==> config.mk <==
export PLATFORM = sky130hd
export DESIGN_NAME = handshake_result_sink
export DESIGN_NICKNAME = d
export VERILOG_FILES = /design/src/rtl/handshake_sink_pkg.sv /design/src/rtl/handshake_ready_lfsr.sv /design/src/rtl/handshake_result_sink.sv
export SDC_FILE = /design/constraint.sdc
export NUM_CORES = 1
export LEC_CHECK = 0
export CAP_MARGIN = 40
export CELL_PAD_IN_SITES_DETAIL_PLACEMENT = 1
export CELL_PAD_IN_SITES_GLOBAL_PLACEMENT = 2
export CORE_MARGIN = 2
export CORE_UTILIZATION = 28
export CTS_CLUSTER_SIZE = 10
export DETAILED_ROUTE_END_ITERATION = 8
export GPL_TIMING_DRIVEN = 0
export PLACE_DENSITY_LB_ADDON = 0.3
export SLEW_MARGIN = 10
export SYNTH_ARGS = -nofsm -noshare
export SYNTH_HDL_FRONTEND = slang
export SYNTH_SLANG_ARGS = --single-unit
==> constraint.sdc <==
create_clock -name clock -period 3.7 [get_ports clock]
set_input_delay 0.74 -clock clock [delete_from_list [all_inputs] [get_ports clock]]
set_output_delay 0.74 -clock clock [all_outputs]
set_load 0.05 [all_outputs]
==> src/rtl/handshake_sink_pkg.sv <==
`default_nettype none
// ============================================================================
// Module : handshake_sink_pkg
// Brief  : Shared types and constants for the handshake result sink: FSM
//          state encoding, counter width, ready-throttle LFSR seed and taps.
// Rev    : 1.0  initial release
// ============================================================================
package handshake_sink_pkg;

  // Sink run-control states
  typedef enum logic [1:0] {
    ST_IDLE    = 2'd0,
    ST_RUN     = 2'd1,
    ST_DONE    = 2'd2,
    ST_TIMEOUT = 2'd3
  } state_t;

  // Width of the transfer counters (res_cnt / ctrl_cnt)
  localparam int c_CNT_W = 16;

  // Throttle LFSR reset/restart value
  localparam logic [15:0] c_LFSR_SEED = 16'hACE1;

  // Taps 16,14,13,11 of a right-shifting Fibonacci LFSR land on bit
  // indices 0,2,3,5 of the register.
  localparam logic [15:0] c_LFSR_TAPS = 16'h002D;

  // One LFSR step: parity of the tapped bits shifts in at the top.
  function automatic logic [15:0] lfsr_next(input logic [15:0] s);
    return {^(s & c_LFSR_TAPS), s[15:1]};
  endfunction

endpackage : handshake_sink_pkg
`default_nettype wire

==> src/rtl/handshake_ready_lfsr.sv <==
`default_nettype none
// ============================================================================
// Module : handshake_ready_lfsr
// Brief  : 16-bit Fibonacci LFSR whose bit 0 gates the sink ready signals.
//          Reloads the seed on reset or on i_seed, steps on i_advance.
// Rev    : 1.0  initial release
// ============================================================================
module handshake_ready_lfsr
  import handshake_sink_pkg::*;
(
  input  logic clk,
  input  logic rst,
  input  logic i_seed,
  input  logic i_advance,
  output logic o_gate
);

  logic [15:0] r_lfsr;

  // Seed on reset/run start, otherwise step once per enabled cycle
  always_ff @(posedge clk) begin
    if (rst || i_seed) begin
      r_lfsr <= c_LFSR_SEED;
    end else if (i_advance) begin
      r_lfsr <= lfsr_next(r_lfsr);
    end
  end

  assign o_gate = r_lfsr[0];

endmodule : handshake_ready_lfsr
`default_nettype wire

==> src/rtl/handshake_result_sink.sv <==
`default_nettype none
// ============================================================================
// Module : handshake_result_sink
// Brief  : Result sink for a valid/ready producer. Counts out0 and outCtrl
//          transfers, tracks the last payload and an XOR checksum, and ends
//          a run in DONE after EXP_RESULTS results or TIMEOUT after
//          MAX_CYCLES run cycles.
// Config : HS_SINK_THROTTLE_EN - when defined, ready is gated by bit 0 of a
//          pseudo-random LFSR (handshake_ready_lfsr); otherwise always open.
// Rev    : 1.0  initial release
// ============================================================================
module handshake_result_sink
  import handshake_sink_pkg::*;
#(
  parameter int DATA_W      = 64,
  parameter int EXP_RESULTS = 2,
  parameter int MAX_CYCLES  = 10000
) (
  input  logic                clock,
  input  logic                reset,
  input  logic                start,
  input  logic                out0_valid,
  output logic                out0_ready,
  input  logic [DATA_W-1:0]   out0_data,
  input  logic                outCtrl_valid,
  output logic                outCtrl_ready,
  output logic [c_CNT_W-1:0]  res_cnt,
  output logic [c_CNT_W-1:0]  ctrl_cnt,
  output logic [DATA_W-1:0]   last_data,
  output logic [DATA_W-1:0]   checksum,
  output logic                done,
  output logic                timeout_err
);

  // Cycle counter only needs to reach MAX_CYCLES-1
  localparam int                 c_CYC_W    = (MAX_CYCLES > 1) ? $clog2(MAX_CYCLES) : 1;
  localparam logic [c_CYC_W-1:0] c_CYC_LAST = c_CYC_W'(MAX_CYCLES - 1);
  localparam logic [c_CNT_W-1:0] c_EXP      = c_CNT_W'(EXP_RESULTS);
  localparam logic [c_CNT_W-1:0] c_CNT_MAX  = '1;

  state_t               r_state;
  state_t               w_state_nxt;
  logic [c_CYC_W-1:0]   r_cyc;
  logic [c_CNT_W-1:0]   r_res_cnt;
  logic [c_CNT_W-1:0]   r_ctrl_cnt;
  logic [DATA_W-1:0]    r_last_data;
  logic [DATA_W-1:0]    r_checksum;

  logic                 w_gate;
  logic                 w_run;
  logic                 w_ready;
  logic                 w_xfer0;
  logic                 w_xferc;
  logic                 w_start_run;
  logic                 w_complete;
  logic [c_CNT_W-1:0]   w_res_inc;
  logic [c_CNT_W-1:0]   w_ctrl_inc;

`ifdef HS_SINK_THROTTLE_EN
  handshake_ready_lfsr u_ready_lfsr (
    .clk       (clock),
    .rst       (reset),
    .i_seed    (w_start_run),
    .i_advance (w_run),
    .o_gate    (w_gate)
  );
`else
  assign w_gate = 1'b1;
`endif

  // Ready depends only on state and gate so the producer never sees a
  // combinational path from its own valid back to ready.
  assign w_run      = (r_state == ST_RUN);
  assign w_ready    = w_run & w_gate;
  assign w_xfer0    = w_ready & out0_valid;
  assign w_xferc    = w_ready & outCtrl_valid;
  assign w_res_inc  = (r_res_cnt  == c_CNT_MAX) ? r_res_cnt  : r_res_cnt  + 16'd1;
  assign w_ctrl_inc = (r_ctrl_cnt == c_CNT_MAX) ? r_ctrl_cnt : r_ctrl_cnt + 16'd1;
  assign w_complete = w_xfer0 && (w_res_inc == c_EXP);

  // Next-state: start is honoured everywhere except RUN; completion beats timeout
  always_comb begin
    w_state_nxt = r_state;
    w_start_run = 1'b0;
    case (r_state)
      ST_IDLE, ST_DONE, ST_TIMEOUT: begin
        if (start) begin
          w_state_nxt = ST_RUN;
          w_start_run = 1'b1;
        end
      end
      ST_RUN: begin
        if (w_complete) begin
          w_state_nxt = ST_DONE;
        end else if (r_cyc == c_CYC_LAST) begin
          w_state_nxt = ST_TIMEOUT;
        end
      end
      default: w_state_nxt = ST_IDLE;
    endcase
  end

  // State register
  always_ff @(posedge clock) begin
    if (reset) begin
      r_state <= ST_IDLE;
    end else begin
      r_state <= w_state_nxt;
    end
  end

  // Run datapath: cleared on run start, updated by accepted transfers
  always_ff @(posedge clock) begin
    if (reset || w_start_run) begin
      r_cyc       <= '0;
      r_res_cnt   <= '0;
      r_ctrl_cnt  <= '0;
      r_last_data <= '0;
      r_checksum  <= '0;
    end else if (w_run) begin
      r_cyc <= r_cyc + 1'b1;
      if (w_xfer0) begin
        r_res_cnt   <= w_res_inc;
        r_last_data <= out0_data;
        r_checksum  <= r_checksum ^ out0_data;
      end
      if (w_xferc) begin
        r_ctrl_cnt <= w_ctrl_inc;
      end
    end
  end

  assign out0_ready    = w_ready;
  assign outCtrl_ready = w_ready;
  assign res_cnt       = r_res_cnt;
  assign ctrl_cnt      = r_ctrl_cnt;
  assign last_data     = r_last_data;
  assign checksum      = r_checksum;
  assign done          = (r_state == ST_DONE);
  assign timeout_err   = (r_state == ST_TIMEOUT);

endmodule : handshake_result_sink
`default_nettype wire

# Word level (Yosys, flattened, before mapping)
# Index checks and enable logic that the tools add are counted.
dict set report totals {
  output_inout_bits 164
  in_bits 69
  latchBits 0
  mem_bits_rw 0
  regBits 176
  memories 0
  wordCells 36
  romBits 0
}
dict set report classes {
  mul 0
  bitwise_logic 4
  n_shift 0
  n_lt_le_gt_ge 0
  n_mux 7
  n_eq_ne 9
  div 0
  reduce_logical 7
  add_sub_neg 3
}
# operator count
set ops {}
lappend ops {{64-bit XOR} 1}
lappend ops {{16-bit by 1-bit adder with 16-bit output, second input constant} 2}
lappend ops {{16-bit == test, second input constant} 2}
lappend ops {{16-bit by 2-bit == test with 1-bit output, second input constant} 1}
lappend ops {{16-bit 2-to-1 mux} 1}
lappend ops {{14-bit by 1-bit adder with 14-bit output, second input constant} 1}
lappend ops {{14-bit == test, second input constant} 1}
lappend ops {{2-bit 2-to-1 mux} 3}
lappend ops {{2-bit == test, second input constant} 2}
lappend ops {{2-bit case mux with 2 select lines} 1}
lappend ops {{2-bit AND reduction} 2}
lappend ops {{3-bit by 1-bit != test with 1-bit output, second input constant} 1}
lappend ops {{3-bit AND reduction} 1}
lappend ops {{3-bit OR reduction} 1}
lappend ops {{1-bit AND} 2}
lappend ops {{2-bit by 1-bit == test with 1-bit output, second input constant} 1}
lappend ops {{2-bit zero test} 1}
lappend ops {{1-bit 2-to-1 mux} 2}
lappend ops {{2-bit != test, second input constant} 1}
lappend ops {{1-bit logical AND} 1}
lappend ops {{1-bit logical OR} 1}
lappend ops {{1-bit inverter} 1}

# Logic depth before layout (Yosys ltp)
# Gate-level depths: netlist of the first run.
dict set report logic_depth {
  ltp_word 6
  mapped_depth 9
  mapped_depth_nobuf 7
}

# Worst setup path after synthesis of the first run
# OpenSTA, ideal clock, no wires.
dict set report synth_timing {
  path_type {register to register}
  startpoint {register r_res_cnt[8] (netlist: res_cnt[8])}
  endpoint {register r_state[0]}
  setup_time_ns 0.117
  synth_period_minus_slack_ns 2.749
  arrival_ns 2.632
  n_path_buf 1
  stages_incl_launch_ff 8
  t_required_ns 3.583
  slack_ns 0.951
  cell_sequence {dfxtp_1 clkbuf_1 nand4_1 nor4_1 xor2_1 or4_1 or4_1 o211a_1}
}
dict set report synth_between {
  elab_chain_cells 6
  elab_cells_between_ends 9
  classes_between {add/sub: 1; eq/ne: 3; mux: 3; reduce/logical: 2}
}
# item line_no
set synth_rtl {}
lappend synth_rtl {{from (decl)} handshake_result_sink.sv:44} ;# logic [c_CNT_W-1:0] r_res_cnt;
lappend synth_rtl {{from (signal assigned)} handshake_result_sink.sv:123} ;# r_res_cnt <= w_res_inc;
lappend synth_rtl {{16-bit by 1-bit adder with 16-bit output / 16-bit == test (equally long branches)} handshake_result_sink.sv:77} ;# assign w_res_inc = (r_res_cnt == c_CNT_MAX) ? r_res_cnt : r_res_cnt + 16'd1;
lappend synth_rtl {{16-bit 2-to-1 mux *} handshake_result_sink.sv:77}
lappend synth_rtl {{16-bit by 2-bit == test with 1-bit output *} handshake_result_sink.sv:79} ;# assign w_complete = w_xfer0 && (w_res_inc == c_EXP);
lappend synth_rtl {{1-bit logical AND *} handshake_result_sink.sv:79}
lappend synth_rtl {{2-bit 2-to-1 mux / 3-bit by 1-bit != test with 1-bit output (equally long branches)} --}
lappend synth_rtl {{2-bit case mux with 2 select lines / 2-bit AND reduction (equally long branches)} --}
lappend synth_rtl {{to (signal assigned)} handshake_result_sink.sv:108} ;# r_state <= w_state_nxt;
lappend synth_rtl {{to (decl)} handshake_result_sink.sv:41} ;# state_t r_state;
# Mark *: on every way between the ends. The rest lies on a longest branch, timed or not.
# A chain may end at the register's enable or synchronous reset.

# Final worst setup path of the first run
dict set report layout_timing {
  startpoint {input port out0_valid}
  endpoint {register r_state[0]}
}
dict set report layout_between {
  elab_chain_cells 4
  elab_cells_between_ends 6
  classes_between {eq/ne: 1; mux: 2; bitwise: 1; reduce/logical: 2}
}
# item line_no
set layout_rtl {}
lappend layout_rtl {{from (decl)} handshake_result_sink.sv:22} ;# input logic out0_valid,
lappend layout_rtl {{1-bit AND *} handshake_result_sink.sv:75} ;# assign w_xfer0 = w_ready & out0_valid;
lappend layout_rtl {{1-bit logical AND *} handshake_result_sink.sv:79}
lappend layout_rtl {{2-bit 2-to-1 mux / 3-bit by 1-bit != test with 1-bit output (equally long branches)} --}
lappend layout_rtl {{2-bit case mux with 2 select lines / 2-bit AND reduction (equally long branches)} --}
# Marks and branches as above.

==> metrics.txt, run 1 <==
post-CTS setup buffers 0; full die area around 26000 um^2; ANT nets after route 0; Final period util 0.826; CTS tree done; Slew @ Worst Pin about 0.86 ns; die width between 150 and 200 um; post_cts resized 0; count of flip-flops with a built-in enable after synthesis 0; r2r setup slk around 0.80 ns; asr flop ratio synth 0; setup TNS 0 ns; dominant cells by area after synthesis dfxtp_1 (51%), xor2_1 (12%), nand2_1 (8.0%), nor2_1 (6.2%), a21oi_1 (5.0%); first drt pass iteration count 6; Cells after Synth just under 800; M1 wire length 9330 um; WL met3 approximately 2100 um; unrepaired setup endpoints after global routing false; Post-DP HPWL about 16000 um; gpl congestion ~0.77; Worst Skew slightly below 0.02 ns; Max-Cap Viols 0; register bit total from synthesis 176; Clock transition at path regs approximately 0.07 ns; Achievable Freq 0.327 GHz; DR top layer met5; H-tree depth 4; Setup crit end kind flip-flop; post-route minimum period between 3 and 4 ns; worst-path maximum fanout 10; Vias/cell around 4.5; Top Ports roughly 230; TritonCTS sink count around 180; syn avg cell area a little under 9 um^2; DR WL met2 approximately 10000 um; Die Ht 161 um; Finished Cell Area ~10000 um^2; Syn Std Cell Area a little under 7000 um^2; hold slack approximately 0.45 ns; Area Growth Syn to Fin 48.1%; first-pass GRT wire length 35000 um; pre-CTS WS about 0.23 ns; Relative slew margins 0.427; fillers ~2800; crit-path cells clkdlybuf4s50_1 -> nand3b_1 -> a41oi_4 -> o2111ai_1 -> or4_1 -> or4_1 -> o211a_1; CP most frequent cell or4_1; WL/cell about 16 um; top cell type's share of synthesized area 0.513; Post-Syn Nets roughly 860; share of cells above drive strength 1 0.0447; most frequent cell after synthesis dfxtp_1; family with the most delay on the worst path simple AND/OR/NAND/NOR gates; clk_lat worst skew roughly 0.44 ns; PwrDens 417 nW/um^2; Buf/Inv on CP 1; Placed Area 9600 um^2; Synth Warn # 0; Overall Power ~0.0042 W; Synth area leader dfxtp_1; # port buffers 232; root buffer cell clkbuf_16; Total GRT Usage 0.173; post-synthesis sequential area ratio 0.513; Post-synth top cells dfxtp_1 (176), nand2_1 (147), nor2_1 (113); DR DRC count 0; area occupied by multi-input gates between 3000 and 4000 um^2; crit-path max cell delay between 0.5 and 0.6 ns; status finished clean; final hold viol count 0; Register Area about 3500 um^2; vias a little over 6000; Final nets about 1100; Main synth FF type dfxtp_1; endpoints failing setup 0; CTS hold repair buffers 0; number of global-route vias before repair 6446; final max-slew violation count 0; total CTS buffers 17; Bufs on Longest Clock Path 2; Starting Density 0.284; # rows 57; static leakage power around 3.6 nW; HP Class reg -> reg; VDD IR max approximately 0.23 mV; Slowest cell on crit path clkdlybuf4s50_1; initial drt markers ~180; Final WS setup ~0.64 ns; total wire length 22000 um; startpoint types primary input; grt total ovfl 0; Worst Setup Path Type in -> reg; crit path DAT 3.37 ns; Yosys cell types 46; Crit path required time between 4 and 5 ns; ant diodes 0; initial antenna violation count 1; largest net degree at the start of global routing 19; core area 24200 um^2
## registers in the layout, indices dropped and copies added, names as in the netlist
| signal | cells |
|---|---|
| checksum | 64 |
| ctrl_cnt | 16 |
| last_data | 64 |
| r_cyc | 14 |
| r_state | 2 |
| res_cnt | 16 |
## final timing paths
| path | from | end | depth (start not counted) |
|---|---|---|---|
| worst max-delay path | out0_valid | r_state[0] | 7 |
| worst min-delay path | last_data[3] | last_data[3] | 2 |
| worst max register to register | res_cnt[8] | r_state[0] | 7 |
| worst min register to register | last_data[3] | last_data[3] | 2 |
## stage by stage
stage | cells | util
4_1_cts | 1375 | 0.421
3_5_place_dp | 1343 | 0.397
6_report | 1375 | 0.421
2_1_floorplan | 787 | -
3_3_place_gp | 1343 | 0.397
5_1_grt | 1375 | 0.421
## layer usage
layer | vias to the layer above | track usage
met3 | 17 | 0.0811
met5 | - | 0
met1 | 2922 | 0.204
li1 | 3086 | -
met2 | 154 | 0.285
met4 | 2 | 0.0414
## cell families after synthesis
group / after synthesis / share of synthesized area
AND/OR/NAND/NOR: 355 / 0.229
multiplexers: 2 / 0.00292
AO/OA/AOI/OAI: 90 / 0.0754
flip-flops: 176 / 0.513
XOR/XNOR: 106 / 0.135
adder cells (fa/ha/maj): 3 / 0.00547
buffers and inverters: 55 / 0.0388
## report_power, final
| group | switching (W) | internal, W |
|---|---|---|
| Sequential | 0.0000270 | 0.00194 |
| Clock | 0.000869 | 0.000916 |
| Combinational | 0.000312 | 0.000179 |
## cell type report
type                       count  share of cell area
clock buffer                  18              0.0432
inverter                       4             0.00148
buffer                        51              0.0247
clock inverter                14              0.0134
multi-input combinational    556               0.303
sequential                   176               0.346
tap                          324              0.0399
timing repair buffer         232               0.228
## tightest hold or removal path: stages, from the launching register on
cell and delay [ns]:
dfxtp_1 0.31, nand2_1 0.05, a21oi_1 0.05
## layout by cell type, fill, tap and decap left out, types with 3 or more instances in the layout
| cell | netlist | final |
|---|---|---|
| a21oi_1 | 69 | 69 |
| and2_1 | 7 | 7 |
| and3_1 | 10 | 10 |
| and4_1 | 8 | 8 |
| buf_1 | 3 | 3 |
| buf_4 | 3 | 3 |
| buf_6 | 6 | 6 |
| clkbuf_1 | 36 | 36 |
| clkbuf_16 | 0 | 17 |
| clkdlybuf4s50_1 | 0 | 232 |
| clkinv_4 | 0 | 3 |
| dfxtp_1 | 176 | 176 |
| ha_1 | 3 | 3 |
| inv_1 | 4 | 4 |
| inv_6 | 0 | 5 |
| inv_8 | 0 | 4 |
| nand2_1 | 147 | 147 |
| nand3_1 | 21 | 21 |
| nand4_1 | 21 | 21 |
| nor2_1 | 113 | 113 |
| nor2b_1 | 4 | 4 |
| nor3_1 | 9 | 9 |
| nor4_1 | 4 | 4 |
| o21ai_0 | 4 | 4 |
| xnor2_1 | 10 | 10 |
| xor2_1 | 96 | 96 |
(Power assumes the default switching activity.)
==> run 2, diff against run 1 <==
--- a/config.mk
+++ b/config.mk
@@ -9,7 +9,7 @@
 export CELL_PAD_IN_SITES_DETAIL_PLACEMENT = 1
 export CELL_PAD_IN_SITES_GLOBAL_PLACEMENT = 2
 export CORE_MARGIN = 2
-export CORE_UTILIZATION = 28
+export CORE_UTILIZATION = 26
 export CTS_CLUSTER_SIZE = 10
 export DETAILED_ROUTE_END_ITERATION = 8
 export GPL_TIMING_DRIVEN = 0
==> constraint.sdc (replaced) <==
create_clock -name clock -period 3.05 [get_ports clock]
set_input_delay 0.61 -clock clock [delete_from_list [all_inputs] [get_ports clock]]
set_output_delay 0.61 -clock clock [all_outputs]
set_load 0.05 [all_outputs]
==> run 2 against run 1 <==
  * Largest cell class unchanged
  * Via count up 0.34%
  * Clock skew down 0.0073 ns
  * Die area up 7.5%
  * Largest power group unchanged
  * Routed wire length up 2.2%
  * Critical endpoint is now outCtrl_ready
==> metrics.txt, run 2 (synthesized netlist as in run 1, its figures left out) <==
status finished clean; # port buffers 232; family with the most delay on the worst path buffers and inverters; switching share of power 0.285; post-CTS setup buffers 0; initial antenna violation count 0; Vias/cell 4.47; Reg power frac 0.466; DR top layer met4; crit path DAT roughly 2.3 ns; largest net degree at the start of global routing 19; Starting Density 0.264; # rows 59; ant diodes 0; Worst Skew ~0.012 ns; P_sw 0.00146 W; post_cts resized 0; static leakage power approximately 3.6 nW; M1 wire length between 9000 and 10000 um; initial drt markers 207; DR WL met2 ~11000 um; Register Area ~3500 um^2; Int Pwr 0.00366 W; root buffer cell clkbuf_16; startpoint types flip-flop; first drt pass iteration count 4; Slew @ Worst Pin 0.760 ns; Post-DP HPWL roughly 16000 um; number of global-route vias before repair between 6000 and 7000; post-route minimum period ~2.9 ns; Final nets 1112; total CTS buffers 17; hold slack 0.455 ns; PwrDens 501 nW/um^2; Top Ports around 230; crit-path cells nor2b_1 -> buf_2 -> buf_4 -> clkdlybuf4s50_1; HP Class reg -> reg; Worst Setup Path Type reg -> out; vias 6202; first-pass GRT wire length between 30000 and 40000 um; grt total ovfl 0; fillers 3057; Relative slew margins 0.493; commonest non-fill, non-tap cell in the layout clkdlybuf4s50_1; H-tree depth 4; die width about 170 um; Total GRT Usage 0.163; core area approximately 26000 um^2; Achievable Freq 0.350 GHz; CTS tree done; unrepaired setup endpoints after global routing false; final hold viol count 0; Final period util 0.937; ANT nets after route 0; DR DRC count 0; clk_lat worst skew 0.42 ns; endpoints failing setup 0; area occupied by multi-input gates roughly 3000 um^2; Die Ht 167 um; CTS hold repair buffers 0; full die area 27700 um^2; Comb pwr share 0.117; Area Growth Syn to Fin 48.5%; Overall Power roughly 0.0051 W; Clock transition at path regs around 0.07 ns; final max-slew violation count 0; TritonCTS sink count around 180; crit-path max cell delay just under 0.8 ns; clock share of power 0.417; Bufs on Longest Clock Path 2; Crit path required time 2.44 ns; commonest cells after routing, fill and taps aside clkdlybuf4s50_1 (232), dfxtp_1 (176), nand2_1 (147); WL/cell between 15 and 20 um; VDD IR max 0.259 mV; Max-Cap Viols 0; share of cells above drive strength 1 0.0456; gpl congestion ~0.79; Slowest cell on crit path clkdlybuf4s50_1; worst-path maximum fanout 11; Setup crit end kind output pin; WL met3 approximately 1600 um; Buf/Inv on CP 3; total wire length ~22000 um
## run 2: changes by cell type in the layout (fill, tap and decap cells not counted), sizes merged
cell / previous run / this run
buf: 14 / 16
clkbuf: 55 / 54
## run 2: routing by layer
| metal | global-route usage | vias to the layer above |
|---|---|---|
| met3 | 0.0558 | 19 |
| met5 | 0 | - |
| met2 | 0.269 | 147 |
| met1 | 0.202 | 2954 |
| met4 | 0.0457 | 0 |
| li1 | - | 3082 |
## run 2: final timing paths
path / from / end / slack, ns / depth (start not counted)
worst max register to register: res_cnt[8] / r_state[0] / 0.28 / 7
worst min-delay path: last_data[47] / last_data[47] / 0.46 / 2
worst min register to register: last_data[47] / last_data[47] / 0.46 / 2
worst max-delay path: r_state[0] / outCtrl_ready / 0.19 / 4
## run 2: stage by stage
step	setup WS, ns	cells	TNS, ns	area, um^2	utilization
after floorplan	0.301	787	0	6870	-
after global placement	-0.209	1354	-1.53	9610	0.370
after detailed placement	-0.214	1356	-0.415	9640	0.371
after CTS	0.153	1387	0	10200	0.393
after global routing	0.0506	1387	0	10200	0.393
final	0.191	1387	0	10200	0.393
## run 2: worst reg2reg max path, cell delays in order (launching register included)
cell	delay (ns)
dfxtp_1	0.33
clkbuf_1	0.31
nand4_1	0.28
nor4_1	0.50
xor2_1	0.13
or4_1	0.51
or4_1	0.47
o211a_1	0.14
## run 2: power by group through the flow
stage | Sequential, W | Clock [W] | Combinational [W]
floorplan | 0.00260 | 0 | 0.000166
global placement | 0.00243 | 0 | 0.000608
detailed placement | 0.00244 | 0 | 0.000610
CTS | 0.00238 | 0.00221 | 0.000614
global route | 0.00239 | 0.00231 | 0.000648
finish | 0.00238 | 0.00213 | 0.000601
## run 2: layout make-up
| class | instances | area share |
|---|---|---|
| timing repair buffer | 234 | 0.230 |
| tap | 335 | 0.0411 |
| clock buffer | 17 | 0.0417 |
| inverter | 4 | 0.00147 |
| buffer | 51 | 0.0247 |
| clock inverter | 14 | 0.0136 |
| sequential | 176 | 0.345 |
| multi-input combinational | 556 | 0.302 |
==> run 3, diff against run 2 <==
--- a/config.mk
+++ b/config.mk
@@ -8,12 +8,14 @@
 export CAP_MARGIN = 40
 export CELL_PAD_IN_SITES_DETAIL_PLACEMENT = 1
 export CELL_PAD_IN_SITES_GLOBAL_PLACEMENT = 2
+export CORE_ASPECT_RATIO = 1.25
 export CORE_MARGIN = 2
-export CORE_UTILIZATION = 26
+export CORE_UTILIZATION = 23
 export CTS_CLUSTER_SIZE = 10
 export DETAILED_ROUTE_END_ITERATION = 8
 export GPL_TIMING_DRIVEN = 0
 export PLACE_DENSITY_LB_ADDON = 0.3
+export SKIP_LAST_GASP = 1
 export SLEW_MARGIN = 10
 export SYNTH_ARGS = -nofsm -noshare
 export SYNTH_HDL_FRONTEND = slang
==> constraint.sdc (replaced) <==
create_clock -name clock -period 2.6 [get_ports clock]
set_input_delay 0.52 -clock clock [delete_from_list [all_inputs] [get_ports clock]]
set_output_delay 0.52 -clock clock [all_outputs]
set_load 0.05 [all_outputs]
==> run 3 against run 2 <==
  * Cell count is 4.3% higher
  * Routed wire length is 2.5% higher
  * Utilization is 4.1 points lower
  * Power is 19% higher
  * Non-clock buffer count is 2 lower
  * Critical path type is now in -> reg
  * Largest cell class unchanged
  * Largest power group unchanged
  * Highest routed layer unchanged
==> metrics.txt, run 3 (synthesized netlist as in run 1, its figures left out) <==
endpoints failing setup 0; total CTS buffers 17; largest net degree at the start of global routing 17; Top Ports ~230; Final nets 1110; TritonCTS sink count ~180; Area Growth Syn to Fin 50.2%; Worst Setup Path Type in -> reg; grt total ovfl 0; DR DRC count 0; total wire length between 20000 and 25000 um; Clock transition at path regs roughly 0.070 ns; gpl congestion roughly 0.74; clk_lat worst skew about 0.43 ns; Slew @ Worst Pin 0.767 ns; Max-Cap Viols 0; share of cells above drive strength 1 0.0600; PwrDens ~590 nW/um^2; status finished clean; H-tree depth 4; CTS tree done; first drt pass iteration count 5; crit path DAT 2.78 ns; worst-path maximum fanout 5; Final Non-Filler Cells ~1400; WL/cell between 15 and 20 um; Setup crit end kind flip-flop; HP Class reg -> reg; DP Cell Count around 1400; root buffer cell clkbuf_16; # port buffers about 230; ant diodes 0; post-route minimum period around 2.5 ns; Bufs on Longest Clock Path 2; full die area around 31000 um^2; startpoint types primary input; static leakage power between 3 and 4 nW; initial antenna violation count 0; Vias/cell between 4 and 5; Post-DP HPWL about 17000 um; die width between 150 and 200 um; number of global-route vias before repair 6400; Crit path required time roughly 3 ns; unrepaired setup endpoints after global routing true; Starting Density 0.234; commonest cells after routing, fill and taps aside clkdlybuf4s50_1 (230), dfxtp_1 (170), nand2_1 (147); first-pass GRT wire length approximately 36000 um; setup TNS 0 ns; Relative slew margins 0.488; Achievable Freq around 0.41 GHz; VDD IR max 0.321 mV; final max-slew violation count 0; final hold viol count 0; Final period util 0.947; vias slightly above 6000; Die Ht between 150 and 200 um; ANT nets after route 0; # rows 70; initial drt markers a little over 200; commonest non-fill, non-tap cell in the layout clkdlybuf4s50_1; Worst Skew 0.0144 ns; CTS hold repair buffers 0; core area 29300 um^2; Total GRT Usage 0.149
run 3: cell count changes in the layout (fill, tap and decap cells not counted), sizes merged:
cell	delta
clkinv	-2
dlygate4sd2	+2
inv	-5
clkdlybuf4s50	-2
clkbuf	+1
buf	-1
clkinvlp	+4
bufinv	+1
run 3: timing repair:
action                     CTS  global route
pin swaps                    1             0
buffers inserted             2             0
setup endpoints to repair   74            47
resized for setup            5            13
run 3: final cells by class:
type                    count  area [um^2]
fillers                  3437        19000
multi-input cells         556         3110
clock inverters            12          128
repair buffers            234         2330
clock buffers              19          453
well taps                 396          495
plain buffers              49          250
flip-flops and latches    176         3530
inverters                   4         15.0
run 3: worst max-delay path, cell delays in order:
cell,delay (ns)
clkdlybuf4s50_1,0.49
nand3b_1,0.32
a41oi_4,0.32
o2111ai_1,0.14
or4_1,0.40
or4_1,0.46
o211a_1,0.14
run 3: metal layers:
metal,routed length [um],vias to the layer above,GRT usage
met2,11300,151,0.254
met5,0,-,0
met4,205,0,0.0390
met3,1810,11,0.0595
met1,9730,2960,0.173
li1,-,3091,-
run 3: through the flow:
stage / worst slack, ns / hold WS (ns) / instance area [um^2] / utilization / power (W)
final: 0.138 / 0.456 / 10300 / 0.352 / 0.00609
after global placement: -0.643 / 0.442 / 9690 / 0.330 / 0.00357
after CTS: 0.00476 / 0.459 / 10300 / 0.351 / 0.00620
after global routing: -0.0229 / 0.476 / 10300 / 0.352 / 0.00636
after detailed placement: -0.626 / 0.448 / 9690 / 0.330 / 0.00357
after floorplan: 0.0191 / 0.467 / 6880 / - / 0.00325
run 3: worst paths after layout:
kind / startpoint / endpoint / slack (ns) / depth (start not counted)
max: out0_valid / r_state[0] / 0.14 / 7
min: last_data[50] / last_data[50] / 0.46 / 2
max reg2reg: res_cnt[0] / r_state[0] / 0.15 / 8
min reg2reg: last_data[50] / last_data[50] / 0.46 / 2
run 3: report_power, final:
part	internal [W]	switching, W	total [W]
logic	0.000256	0.000447	0.000703
registers	0.00275	0.0000396	0.00279
clock network	0.00139	0.00121	0.00260
total	0.00440	0.00169	0.00609
